$ cat config.mk
export PLATFORM = sky130hd
export DESIGN_NAME = xyrgb_entry
export DESIGN_NICKNAME = d
export VERILOG_FILES = /design/src/rtl/xyrgb_entry_pkg.sv /design/src/rtl/xyrgb_entry_key_debounce.sv /design/src/rtl/xyrgb_entry.sv
export SDC_FILE = /design/constraint.sdc
export NUM_CORES = 1
export LEC_CHECK = 0
export CORE_AREA = 2 2 146 77
export DETAILED_ROUTE_END_ITERATION = 10
export DIE_AREA = 0 0 148 79
export PLACE_DENSITY_LB_ADDON = 0.05
export SKIP_CTS_REPAIR_TIMING = 1
export SYNTH_ARGS = -nofsm -noshare
export SYNTH_HDL_FRONTEND = slang
export SYNTH_SLANG_ARGS = --single-unit
$ cat constraint.sdc
create_clock -name clk -period 3.1 [get_ports clk]
set_input_delay 0.31 -clock clk [delete_from_list [all_inputs] [get_ports clk]]
set_output_delay 0.31 -clock clk [all_outputs]
set_load 0.01 [all_outputs]
$ cat src/rtl/xyrgb_entry_pkg.sv
// Shared encodings and helpers for the X/Y/RGB operator-entry stage.
package xyrgb_entry_pkg;

    localparam logic [1:0] MODE_X   = 2'd0;
    localparam logic [1:0] MODE_Y   = 2'd1;
    localparam logic [1:0] MODE_RGB = 2'd2;

    typedef enum logic [1:0] {
        RPT_IDLE   = 2'd0,
        RPT_DELAY  = 2'd1,
        RPT_REPEAT = 2'd2
    } rpt_state_e;

    localparam logic [8:0] RGB_RESET = 9'h1FF;

    // Increment with wrap to zero once the field's largest legal value is reached.
    function automatic logic [8:0] wrap_inc(input logic [8:0] v, input logic [8:0] max_v);
        return (v >= max_v) ? 9'd0 : v + 9'd1;
    endfunction

endpackage

$ cat src/rtl/xyrgb_entry_key_debounce.sv
// Active-low pushbutton conditioner: 2-flop synchronizer, stability counter,
// and a one-cycle press pulse on the debounced 1->0 transition.
module key_debounce #(
    parameter logic [15:0] DEB_CYCLES = 16'd40000
) (
    input  logic clk,
    input  logic NRST,
    input  logic raw_n,
    output logic level,
    output logic press
);

    logic        sync1_q;
    logic        sync2_q;
    logic        level_q;
    logic        press_q;
    logic [15:0] cnt_q;

    // The level only moves after the synchronized input has disagreed with it
    // for DEB_CYCLES consecutive cycles; any agreement restarts the count.
    always_ff @(posedge clk or negedge NRST) begin
        if (!NRST) begin
            sync1_q <= 1'b1;
            sync2_q <= 1'b1;
            level_q <= 1'b1;
            press_q <= 1'b0;
            cnt_q   <= 16'd0;
        end else begin
            sync1_q <= raw_n;
            sync2_q <= sync1_q;
            press_q <= 1'b0;
            if (sync2_q == level_q) begin
                cnt_q <= 16'd0;
            end else if (cnt_q >= DEB_CYCLES - 16'd1) begin
                level_q <= sync2_q;
                press_q <= ~sync2_q;
                cnt_q   <= 16'd0;
            end else begin
                cnt_q <= cnt_q + 16'd1;
            end
        end
    end

    assign level = level_q;
    assign press = press_q;

endmodule

$ cat src/rtl/xyrgb_entry.sv
// Operator entry: debounced keys select a field (X, Y, RGB) and either load it
// from the switches or step it, with auto-repeat while the apply key is held.
module xyrgb_entry
    import xyrgb_entry_pkg::*;
#(
    parameter logic [15:0] DEB_CYCLES    = 16'd40000,
    parameter logic [23:0] REPEAT_DELAY  = 24'd20000000,
    parameter logic [23:0] REPEAT_PERIOD = 24'd4000000,
    parameter logic [7:0]  X_MAX         = 8'd199,
    parameter logic [7:0]  Y_MAX         = 8'd149
) (
    input  logic       clk,
    input  logic       NRST,
    input  logic [9:0] SW,
    input  logic [3:0] key,
    output logic [7:0] Xin,
    output logic [7:0] Yin,
    output logic [8:0] RGBin,
    output logic [1:0] mode,
    output logic       upd
);

    logic apply_level;
    logic apply_press;
    logic sel_level_unused;
    logic sel_press;
    logic unused_keys;

    assign unused_keys = key[0] ^ key[3];

    key_debounce #(.DEB_CYCLES(DEB_CYCLES)) u_apply_key (
        .clk   (clk),
        .NRST  (NRST),
        .raw_n (key[1]),
        .level (apply_level),
        .press (apply_press)
    );

    key_debounce #(.DEB_CYCLES(DEB_CYCLES)) u_select_key (
        .clk   (clk),
        .NRST  (NRST),
        .raw_n (key[2]),
        .level (sel_level_unused),
        .press (sel_press)
    );

    rpt_state_e  rpt_q, rpt_d;
    logic [23:0] rpt_cnt_q, rpt_cnt_d;
    logic [23:0] rpt_limit;
    logic [7:0]  x_q, x_d;
    logic [7:0]  y_q, y_d;
    logic [8:0]  rgb_q, rgb_d;
    logic [1:0]  mode_q, mode_d;
    logic        upd_q, upd_d;
    logic        do_step;
    logic        do_load;

    assign rpt_limit = (rpt_q == RPT_DELAY) ? REPEAT_DELAY : REPEAT_PERIOD;

    // Repeat sequencer: decides when an apply press or a held key produces an edit.
    always_comb begin
        rpt_d     = rpt_q;
        rpt_cnt_d = rpt_cnt_q;
        do_step   = 1'b0;
        do_load   = 1'b0;
        case (rpt_q)
            RPT_IDLE: begin
                if (apply_press) begin
                    rpt_cnt_d = 24'd0;
                    if (SW[9]) begin
                        do_step = 1'b1;
                        if (!sel_press) begin
                            rpt_d = RPT_DELAY;
                        end
                    end else begin
                        do_load = 1'b1;
                    end
                end
            end
            RPT_DELAY, RPT_REPEAT: begin
                if (apply_level || !SW[9] || sel_press) begin
                    rpt_d     = RPT_IDLE;
                    rpt_cnt_d = 24'd0;
                end else if (rpt_cnt_q >= rpt_limit - 24'd1) begin
                    do_step   = 1'b1;
                    rpt_d     = RPT_REPEAT;
                    rpt_cnt_d = 24'd0;
                end else begin
                    rpt_cnt_d = rpt_cnt_q + 24'd1;
                end
            end
            default: begin
                rpt_d     = RPT_IDLE;
                rpt_cnt_d = 24'd0;
            end
        endcase
    end

    // Field writes use the mode held before any same-cycle select press.
    always_comb begin
        x_d   = x_q;
        y_d   = y_q;
        rgb_d = rgb_q;
        if (do_load) begin
            case (mode_q)
                MODE_X:   x_d   = (SW[7:0] > X_MAX) ? X_MAX : SW[7:0];
                MODE_Y:   y_d   = (SW[7:0] > Y_MAX) ? Y_MAX : SW[7:0];
                MODE_RGB: rgb_d = SW[8:0];
                default:  ;
            endcase
        end else if (do_step) begin
            case (mode_q)
                MODE_X:   x_d   = 8'(wrap_inc({1'b0, x_q}, {1'b0, X_MAX}));
                MODE_Y:   y_d   = 8'(wrap_inc({1'b0, y_q}, {1'b0, Y_MAX}));
                MODE_RGB: rgb_d = wrap_inc(rgb_q, 9'h1FF);
                default:  ;
            endcase
        end
        upd_d = (do_load | do_step) & (mode_q <= MODE_RGB);

        if (sel_press) begin
            mode_d = (mode_q >= MODE_RGB) ? MODE_X : mode_q + 2'd1;
        end else begin
            mode_d = (mode_q > MODE_RGB) ? MODE_X : mode_q;
        end
    end

    always_ff @(posedge clk or negedge NRST) begin
        if (!NRST) begin
            rpt_q     <= RPT_IDLE;
            rpt_cnt_q <= 24'd0;
            x_q       <= 8'd0;
            y_q       <= 8'd0;
            rgb_q     <= RGB_RESET;
            mode_q    <= MODE_X;
            upd_q     <= 1'b0;
        end else begin
            rpt_q     <= rpt_d;
            rpt_cnt_q <= rpt_cnt_d;
            x_q       <= x_d;
            y_q       <= y_d;
            rgb_q     <= rgb_d;
            mode_q    <= mode_d;
            upd_q     <= upd_d;
        end
    end

    assign Xin   = x_q;
    assign Yin   = y_q;
    assign RGBin = rgb_q;
    assign mode  = mode_q;
    assign upd   = upd_q;

endmodule

==> results of run 1 <==
==> cell usage after synthesis (4+ instances only) <==
library cell / number / area share
a21boi_0: 5 / 0.0074
a21oi_1: 12 / 0.012
a31oi_1: 8 / 0.0099
a41oi_1: 4 / 0.0069
and2_1: 5 / 0.0062
and3_1: 18 / 0.022
and4_1: 4 / 0.0069
buf_6: 4 / 0.0089
clkbuf_1: 7 / 0.0052
dfrtp_1: 79 / 0.39
dfstp_2: 15 / 0.078
ha_1: 15 / 0.037
inv_1: 18 / 0.013
nand2_1: 49 / 0.036
nand2b_1: 5 / 0.0062
nand3_1: 27 / 0.027
nand4_1: 11 / 0.014
nor2_1: 84 / 0.062
nor2b_1: 7 / 0.0087
nor3_1: 7 / 0.0069
nor3b_1: 8 / 0.012
nor4_1: 5 / 0.0062
o21ai_0: 24 / 0.024
o21ai_1: 17 / 0.017
xnor2_1: 18 / 0.031
xor2_1: 31 / 0.054
==> critical path: stages (launching register included) <==
cell and delay (ps):
dfrtp_1 410, inv_1 120, ha_1 270, inv_1 90
ha_1 300, nor4bb_1 130, and4_1 240, o211a_4 300
nor3_2 410, nor2_4 200, nor2_1 160
==> cell usage in the layout, fill, tap and decap left out, drive strengths merged, types with 2 or more instances in the layout <==
cell type / n
o31ai: 3
a31oi: 8
and3: 18
a211oi: 3
clkbuf: 10
a22oi: 3
and2: 5
o22a: 2
a41oi: 4
o211ai: 2
buf: 6
dfrtp: 79
nand3: 27
clkinvlp: 2
bufinv: 2
o21ai: 44
nor2: 85
xor2: 31
and4: 4
nor3: 8
nand2b: 5
nor3b: 8
xnor2: 18
dfstp: 15
nand3b: 3
nand4bb: 2
a21boi: 6
ha: 15
clkdlybuf4s50: 40
a21oi: 12
o22ai: 3
nor2b: 7
mux2: 2
nand4: 11
nand2: 49
or3b: 2
inv: 20
nor4: 5
a22o: 2
o31a: 2
==> where the power goes <==
group | switching, mW | internal, mW | total [mW]
clock | 0.483 | 0.713 | 1.20
sequential | 0.0103 | 1.24 | 1.25
combinational | 0.0499 | 0.0285 | 0.0785
==> worst min-delay path by stage <==
stage	startpoint	cells past startpoint	slack (ps)	endpoint
after floorplan	NRST	0	10	Xin[0]$_DFFE_PN0P_
after global placement	u_select_key.sync1_q$_DFF_PN1_	0	350	u_select_key.sync2_q$_DFF_PN1_
after detailed placement	u_select_key.sync1_q$_DFF_PN1_	0	350	u_select_key.sync2_q$_DFF_PN1_
after CTS	NRST	1	60	u_select_key.cnt_q[11]$_DFF_PN0_
after global routing	NRST	1	90	u_apply_key.cnt_q[7]$_DFF_PN0_
final	NRST	1	30	u_apply_key.cnt_q[7]$_DFF_PN0_
==> cells by family (layout without fill, tap and decap cells) <==
group | after synthesis | in the layout | share of synthesized area
DFF | 94 | 94 | 0.469
muxes | 2 | 2 | 0.00446
xor gates and xnor gates | 49 | 49 | 0.0849
buffers and inverters | 29 | 80 | 0.0275
and+or+nand+nor | 243 | 243 | 0.238
adders and majority gates | 15 | 15 | 0.0371
AOI/OAI and AO/OA | 104 | 104 | 0.139
==> sequential cells by signal, summed over array words and instances, names as in the netlist, 2 cells and up <==
name,count
Yin,8
mode,2
u_apply_key.cnt_q,16
rpt_cnt_q,24
u_select_key.cnt_q,16
RGBin,9
rpt_q,2
Xin,8
==> layer usage <==
| layer | global-route usage | wire (um) | vias to the layer above | share of wire |
|---|---|---|---|---|
| li1 | - | - | 1983 | - |
| met1 | 0.331 | 5860 | 1948 | 0.51 |
| met2 | 0.289 | 4620 | 104 | 0.41 |
| met3 | 0.0575 | 807 | 7 | 0.071 |
| met4 | 0.0514 | 95 | 0 | 0.0084 |
| met5 | 0 | 0 | - | 0 |
==> cell type report <==
class                      count  area, um^2
timing repair buffer          46         458
fill                         956        4600
multi-input combinational    413        2540
clock buffer                  10         229
clock inverter                 6        92.6
inverter                      18        67.6
sequential                    94        2370
tap                          145         181
==> impl_metrics.json, run 1 <==
{
  "area_delta_synth_final_pct": 17.6,
  "post-route-period-util": 0.875,
  "outcome": "finished clean",
  "syn_avg_cell_area_um2": 9.43,
  "cts.sinks": 94,
  "syn-instance-count": 536,
  "min-delay-path-class": "in2async",
  "dpl_cell_area_um2": 5620,
  "reg2reg_depth": 10,
  "worst_setup_path_end_kind": "register",
  "peakVddDrop_v": 0.000236,
  "drc_errors": 0,
  "cp-endpoint": "rpt_cnt_q[6]$_DFFE_PN0P_",
  "final.min_clock_period_ps": 2710,
  "row_count": 27,
  "p_per_area_nw_per_um2": 425,
  "htreeDepth": 3,
  "layout-drive-gt1-share": 0.0818,
  "fin_cells": 732,
  "vias": 4042,
  "ys.flop_type": "dfrtp_1",
  "grt_use_total": 0.213,
  "final_util": 0.564,
  "root_buffer": "clkbuf_16",
  "rsz0062_at_grt": "false",
  "syn_nets": 567,
  "portBuffers": 41,
  "nets": 613,
  "drt_wl_total_um": 11400,
  "tightest_slew_ps": 746,
  "worstPathRequired_ps": 3370,
  "avgViaCountPerCell": 5.52,
  "die_w_um": 148,
  "criticalPathCategory": "reg2reg",
  "die_area_um2": 11700,
  "ys_seq_area_frac": 0.469,
  "r2r_slack_ps": 390,
  "async_flop_share": 1.00,
  "overflow": 0,
  "final.setup.worst_slack_ps": 387,
  "cts_tree": "built",
  "drtIter0Drc": 311,
  "dp_cells": 716,
  "clkTransAtPathRegs_ps": 70,
  "ys_seq_elements": 94,
  "drv_slew": 0,
  "skew_ps": 9.53,
  "yosys_warnings": 0,
  "boundaryPins": 44,
  "firstDrtPassIters": 5,
  "drtAntennaViolNets": 0,
  "cts_buffers": 9,
  "worstReg2RegStart": "rpt_q[1]$_DFFE_PN0P_",
  "initial_core_util": 0.479,
  "finalHoldViolations": 0,
  "r2r-end": "rpt_cnt_q[6]$_DFFE_PN0P_",
  "pre_cts_ws_ps": 405,
  "finalPower_mw": 2.52,
  "synth_edf_count": 0,
  "arrival_ps": 2980,
  "max_freq_ghz": 0.369,
  "antenna_cells": 0,
  "worst_hold_slack_ps": 30.7,
  "maxCapViolCount": 0,
  "netlist_area_um2": 5050,
  "grt_pass1_vias": 3807,
  "tns_ps": 0,
  "finalInstanceArea_um2": 5940,
  "grt_max_degree": 58,
  "crit_start": "rpt_q[1]$_DFFE_PN0P_",
  "critPathMaxFanout": 21,
  "power_leakage_nw": 2.58,
  "fp.coreArea_um2": 10500,
  "hpwl_um": 8190,
  "grt_pass1_wl_um": 19600,
  "setup_viol": 0,
  "cts_max_path_buffers": 2,
  "wl_per_cell_um": 15.5,
  "synth_cell_types": 59,
  "die_h_um": 79,
  "antenna_found_initial": 0,
  "relSlewSlack": 0.502,
  "clk_latency_ps": 340,
  "startpoint_type": "register",
  "gp_congestion": 0.831
}
Note: power is estimated with default switching activity, not from simulation.
==> run 2: changes to the inputs <==
--- a/config.mk
+++ b/config.mk
@@ -5,9 +5,9 @@
 export SDC_FILE = /design/constraint.sdc
 export NUM_CORES = 1
 export LEC_CHECK = 0
-export CORE_AREA = 2 2 146 77
+export CORE_AREA = 4 4 148 79
 export DETAILED_ROUTE_END_ITERATION = 10
-export DIE_AREA = 0 0 148 79
+export DIE_AREA = 0 0 152 83
 export PLACE_DENSITY_LB_ADDON = 0.05
 export SKIP_CTS_REPAIR_TIMING = 1
 export SYNTH_ARGS = -nofsm -noshare
==> impl_metrics.json, run 2 (synthesized netlist as in run 1, its figures left out) <==
{
  "die_h_um": 83,
  "worst_setup_path_end_kind": "register",
  "dpl_cell_area_um2": 5620,
  "drt_wl_total_um": 11400,
  "hpwl_um": 8270,
  "layout_common_cells": "84 x nor2_1, 79 x dfrtp_1, 49 x nand2_1",
  "top_regs": "rpt_cnt_q (24), u_apply_key.cnt_q (16), u_select_key.cnt_q (16)",
  "cts_buffers": 9,
  "tightest_slew_ps": 652,
  "maxCapViolCount": 0,
  "die_area_um2": 12600,
  "antenna_found_initial": 0,
  "setup_viol": 0,
  "row_count": 27,
  "grt_use_total": 0.185,
  "htreeDepth": 3,
  "portBuffers": 41,
  "finalInstanceArea_um2": 5960,
  "gp_congestion": 0.828,
  "clk_latency_ps": 340,
  "power_leakage_nw": 2.59,
  "nets": 615,
  "arrival_ps": 2940,
  "vias": 4020,
  "relSlewSlack": 0.563,
  "antenna_cells": 0,
  "final.min_clock_period_ps": 2670,
  "skew_ps": 6.78,
  "boundaryPins": 44,
  "outcome": "finished clean",
  "critical_path.max_stage_delay_ps": 410,
  "drv_slew": 0,
  "rsz0062_at_grt": "false",
  "drc_errors": 0,
  "cts_tree": "built",
  "clkTransAtPathRegs_ps": 70,
  "root_buffer": "clkbuf_16",
  "p_per_area_nw_per_um2": 429,
  "grt_pass1_vias": 3681,
  "drtAntennaViolNets": 0,
  "largest_reg_flops": 24,
  "tns_ps": 0,
  "area_delta_synth_final_pct": 17.9,
  "cp_slowest_cell": "nor3_2",
  "peakVddDrop_v": 0.000252,
  "layout-drive-gt1-share": 0.0849,
  "critPathMaxFanout": 21,
  "die_w_um": 152,
  "finalHoldViolations": 0,
  "overflow": 0,
  "fp.coreArea_um2": 10500,
  "firstDrtPassIters": 5,
  "crit_chain": "inv_1, ha_1, inv_1, ha_1, nor4bb_1, and4_1, o211a_4, nor3_2, nor2_4, nor2_1",
  "mostFrequentLayoutCell": "nor2_1",
  "startpoint_type": "register",
  "drtIter0Drc": 277,
  "cts.sinks": 94,
  "initial_core_util": 0.479,
  "post-route-period-util": 0.863,
  "grt_max_degree": 44,
  "grt_pass1_wl_um": 19100,
  "criticalPathCategory": "reg2reg",
  "min-delay-path-class": "reg2reg",
  "worstPathRequired_ps": 3370,
  "max_freq_ghz": 0.374,
  "avgViaCountPerCell": 5.48,
  "cts_max_path_buffers": 2,
  "regMostFlops": "rpt_cnt_q",
  "wl_per_cell_um": 15.6
}
[run 2: final cells by class]
| cell class | count | area, um^2 |
|---|---|---|
| clock buffer | 10 | 239 |
| clock inverter | 6 | 91.3 |
| fill | 932 | 4580 |
| inverter | 18 | 67.6 |
| multi-input combinational | 413 | 2540 |
| sequential | 94 | 2370 |
| tap | 145 | 181 |
| timing repair buffer | 48 | 463 |
[run 2: through the flow]
| stage | worst slack [ps] | utilization | std cells | power (mW) | hold slack, ps |
|---|---|---|---|---|---|
| floorplan | 738 | - | 536 | 1.29 | 14.4 |
| global placement | 502 | 0.533 | 717 | 1.35 | 341 |
| detailed placement | 450 | 0.533 | 717 | 1.35 | 346 |
| CTS | 423 | 0.564 | 733 | 2.59 | -20.9 |
| global route | 131 | 0.565 | 734 | 2.65 | 365 |
| finish | 425 | 0.565 | 734 | 2.55 | 360 |
[run 2: final timing paths]
check,startpoint,endpoint,slack (ps),cells past startpoint
max reg2reg,rpt_q[1]$_DFFE_PN0P_,rpt_cnt_q[19]$_DFFE_PN0P_,430,10
max,rpt_q[1]$_DFFE_PN0P_,rpt_cnt_q[19]$_DFFE_PN0P_,430,10
min reg2reg,u_apply_key.sync1_q$_DFF_PN1_,u_apply_key.sync2_q$_DFF_PN1_,360,0
min in group asynchronous,NRST,Yin[6]$_DFFE_PN0P_,500,2
min,u_apply_key.sync1_q$_DFF_PN1_,u_apply_key.sync2_q$_DFF_PN1_,360,0
max in group asynchronous,NRST,RGBin[1]$_DFFE_PN1P_,1780,3
[run 2: metal layers]
layer	up-vias	track usage	share of wire
li1	1991	-	-
met1	1916	0.294	0.54
met2	102	0.251	0.40
met3	11	0.0437	0.054
met4	0	0.0449	0.0076
met5	-	0	0
[run 2: worst max-delay path, delay by kind of cell, from the launching register on]
kind                       cells  cell delay, ps
and+or+nand+nor                5            1130
adders and majority gates      2             560
AOI/OAI and AO/OA              1             300
buffers and inverters          2             200
DFF                            1             400
[run 2: report_power, final]
part	internal, mW	switching, mW	total (mW)
Combinational	0.0294	0.0524	0.0818
Sequential	1.24	0.00973	1.25
Clock	0.735	0.488	1.22
==> run 3: changes to the inputs <==
--- a/config.mk
+++ b/config.mk
@@ -8,6 +8,7 @@
 export CORE_AREA = 4 4 148 79
 export DETAILED_ROUTE_END_ITERATION = 10
 export DIE_AREA = 0 0 152 83
+export GPL_TIMING_DRIVEN = 0
 export PLACE_DENSITY_LB_ADDON = 0.05
 export SKIP_CTS_REPAIR_TIMING = 1
 export SYNTH_ARGS = -nofsm -noshare
==> impl_metrics.json, run 3 (synthesized netlist as in run 1, its figures left out) <==
{
  "layout-drive-gt1-share": 0.0807,
  "reg2reg_depth": 11,
  "avgViaCountPerCell": 5.41,
  "worstPathRequired_ps": 3370,
  "worst_setup_path_end_kind": "register",
  "cts_max_path_buffers": 2,
  "post-route-period-util": 0.884,
  "grt_use_total": 0.189,
  "wl_per_cell_um": 15.6,
  "max_freq_ghz": 0.365,
  "clkTransAtPathRegs_ps": 70,
  "boundaryPins": 44,
  "r2r_slack_ps": 360,
  "seqCellArea_um2": 2370,
  "drt_wl_total_um": 11500,
  "initial_core_util": 0.479,
  "root_buffer": "clkbuf_16",
  "cts_tree": "built",
  "antenna_cells": 0,
  "tightest_slew_ps": 662,
  "worstReg2RegStart": "rpt_q[1]$_DFFE_PN0P_",
  "criticalPathCategory": "reg2reg",
  "mostFrequentLayoutCell": "nor2_1",
  "r2r-end": "rpt_cnt_q[20]$_DFFE_PN0P_",
  "grt_pass1_wl_um": 19500,
  "drtIter0Drc": 233,
  "crit_start": "rpt_q[1]$_DFFE_PN0P_",
  "min_from": "u_select_key.sync1_q$_DFF_PN1_",
  "antenna_found_initial": 0,
  "arrival_ps": 3010,
  "relSlewSlack": 0.556,
  "regMostFlops": "rpt_cnt_q",
  "die_w_um": 152,
  "multiInputGateArea_um2": 2540,
  "finalHoldViolations": 0,
  "tns_ps": 0,
  "layout_common_cells": "84 x nor2_1, 79 x dfrtp_1, 49 x nand2_1",
  "min-delay-path-class": "reg2reg",
  "die_h_um": 83,
  "startpoint_type": "register",
  "overflow": 0,
  "setup_viol": 0,
  "fillers": 949,
  "die_area_um2": 12600,
  "clk_latency_ps": 340,
  "drtAntennaViolNets": 0,
  "power_leakage_nw": 2.60,
  "skew_ps": 11.1,
  "hpwl_um": 8490,
  "grt_max_degree": 69,
  "nets": 621,
  "top_regs": "rpt_cnt_q (24), u_apply_key.cnt_q (16), u_select_key.cnt_q (16)",
  "gp_congestion": 0.849,
  "outcome": "finished clean",
  "cts.sinks": 94,
  "largest_reg_flops": 24,
  "grt_pass1_vias": 3899,
  "vias": 4000,
  "final.min_clock_period_ps": 2740,
  "row_count": 27,
  "portBuffers": 41,
  "critPathMaxFanout": 10,
  "drv_slew": 0,
  "cts_buffers": 9,
  "area_delta_synth_final_pct": 18.8,
  "fp.coreArea_um2": 10500,
  "p_per_area_nw_per_um2": 422,
  "firstDrtPassIters": 4,
  "rsz0062_at_grt": "false",
  "final_util": 0.569,
  "peakVddDrop_v": 0.000276,
  "htreeDepth": 3,
  "maxCapViolCount": 0,
  "cp-endpoint": "rpt_cnt_q[20]$_DFFE_PN0P_",
  "drc_errors": 0
}
[run 3: report_power, final]
group          leakage [nW]  internal, mW  total (mW)  switching (mW)
Clock                 0.154         0.715        1.20           0.486
Sequential             1.23          1.24        1.25          0.0101
Combinational          1.22        0.0310      0.0825          0.0516
Total                  2.60          1.98        2.53           0.547
[run 3: worst max-delay path, stage by stage (launching register included)]
cell and delay [ps]:
dfrtp_1 410, inv_1 130, ha_1 260, inv_1 90
ha_1 290, nor4bb_1 130, and4_1 240, o211a_4 300
nor3_2 440, nor2_4 100, buf_6 160, nor2_1 110
[run 3: layer usage]
layer | GRT usage | share of wire | vias up
met1 | 0.290 | 0.52 | 1913
li1 | - | - | 1992
met4 | 0.0408 | 0.0091 | 0
met5 | 0 | 0 | -
met3 | 0.0599 | 0.062 | 9
met2 | 0.258 | 0.40 | 86
[run 3: how the worst min path moves through the flow]
stage                                     end  slack (ps)  cells past startpoint
2_1_floorplan              Xin[0]$_DFFE_PN0P_          10                      0
3_3_place_gp   u_select_key.sync2_q$_DFF_PN1_         350                      0
3_5_place_dp               Yin[3]$_DFFE_PN0P_         260                      1
4_1_cts                         upd$_DFF_PN0_        -110                      1
5_1_grt         u_apply_key.sync1_q$_DFF_PN1_         360                      1
6_report       u_select_key.sync2_q$_DFF_PN1_         360                      0
[run 3: stage by stage]
step                cells  power [mW]  hold slack [ps]  setup slack [ps]  instance area, um^2
floorplan             536        1.29             14.4               738                 5050
global placement      722        1.35              348             -1880                 5640
detailed placement    723        1.36              261               385                 5670
CTS                   739        2.56             -108               353                 5990
global route          740        2.63              356               161                 6000
finish                740        2.53              358               360                 6000
[run 3: area by class of cell]
cell class / instances / area share
Buffer: 11 / 0.0119
Inverter: 18 / 0.0113
Multi-Input combinational cell: 413 / 0.424
Sequential cell: 94 / 0.395
Timing Repair Buffer: 43 / 0.0742
Clock inverter: 6 / 0.0156
Tap cell: 145 / 0.0302
Clock buffer: 10 / 0.0381
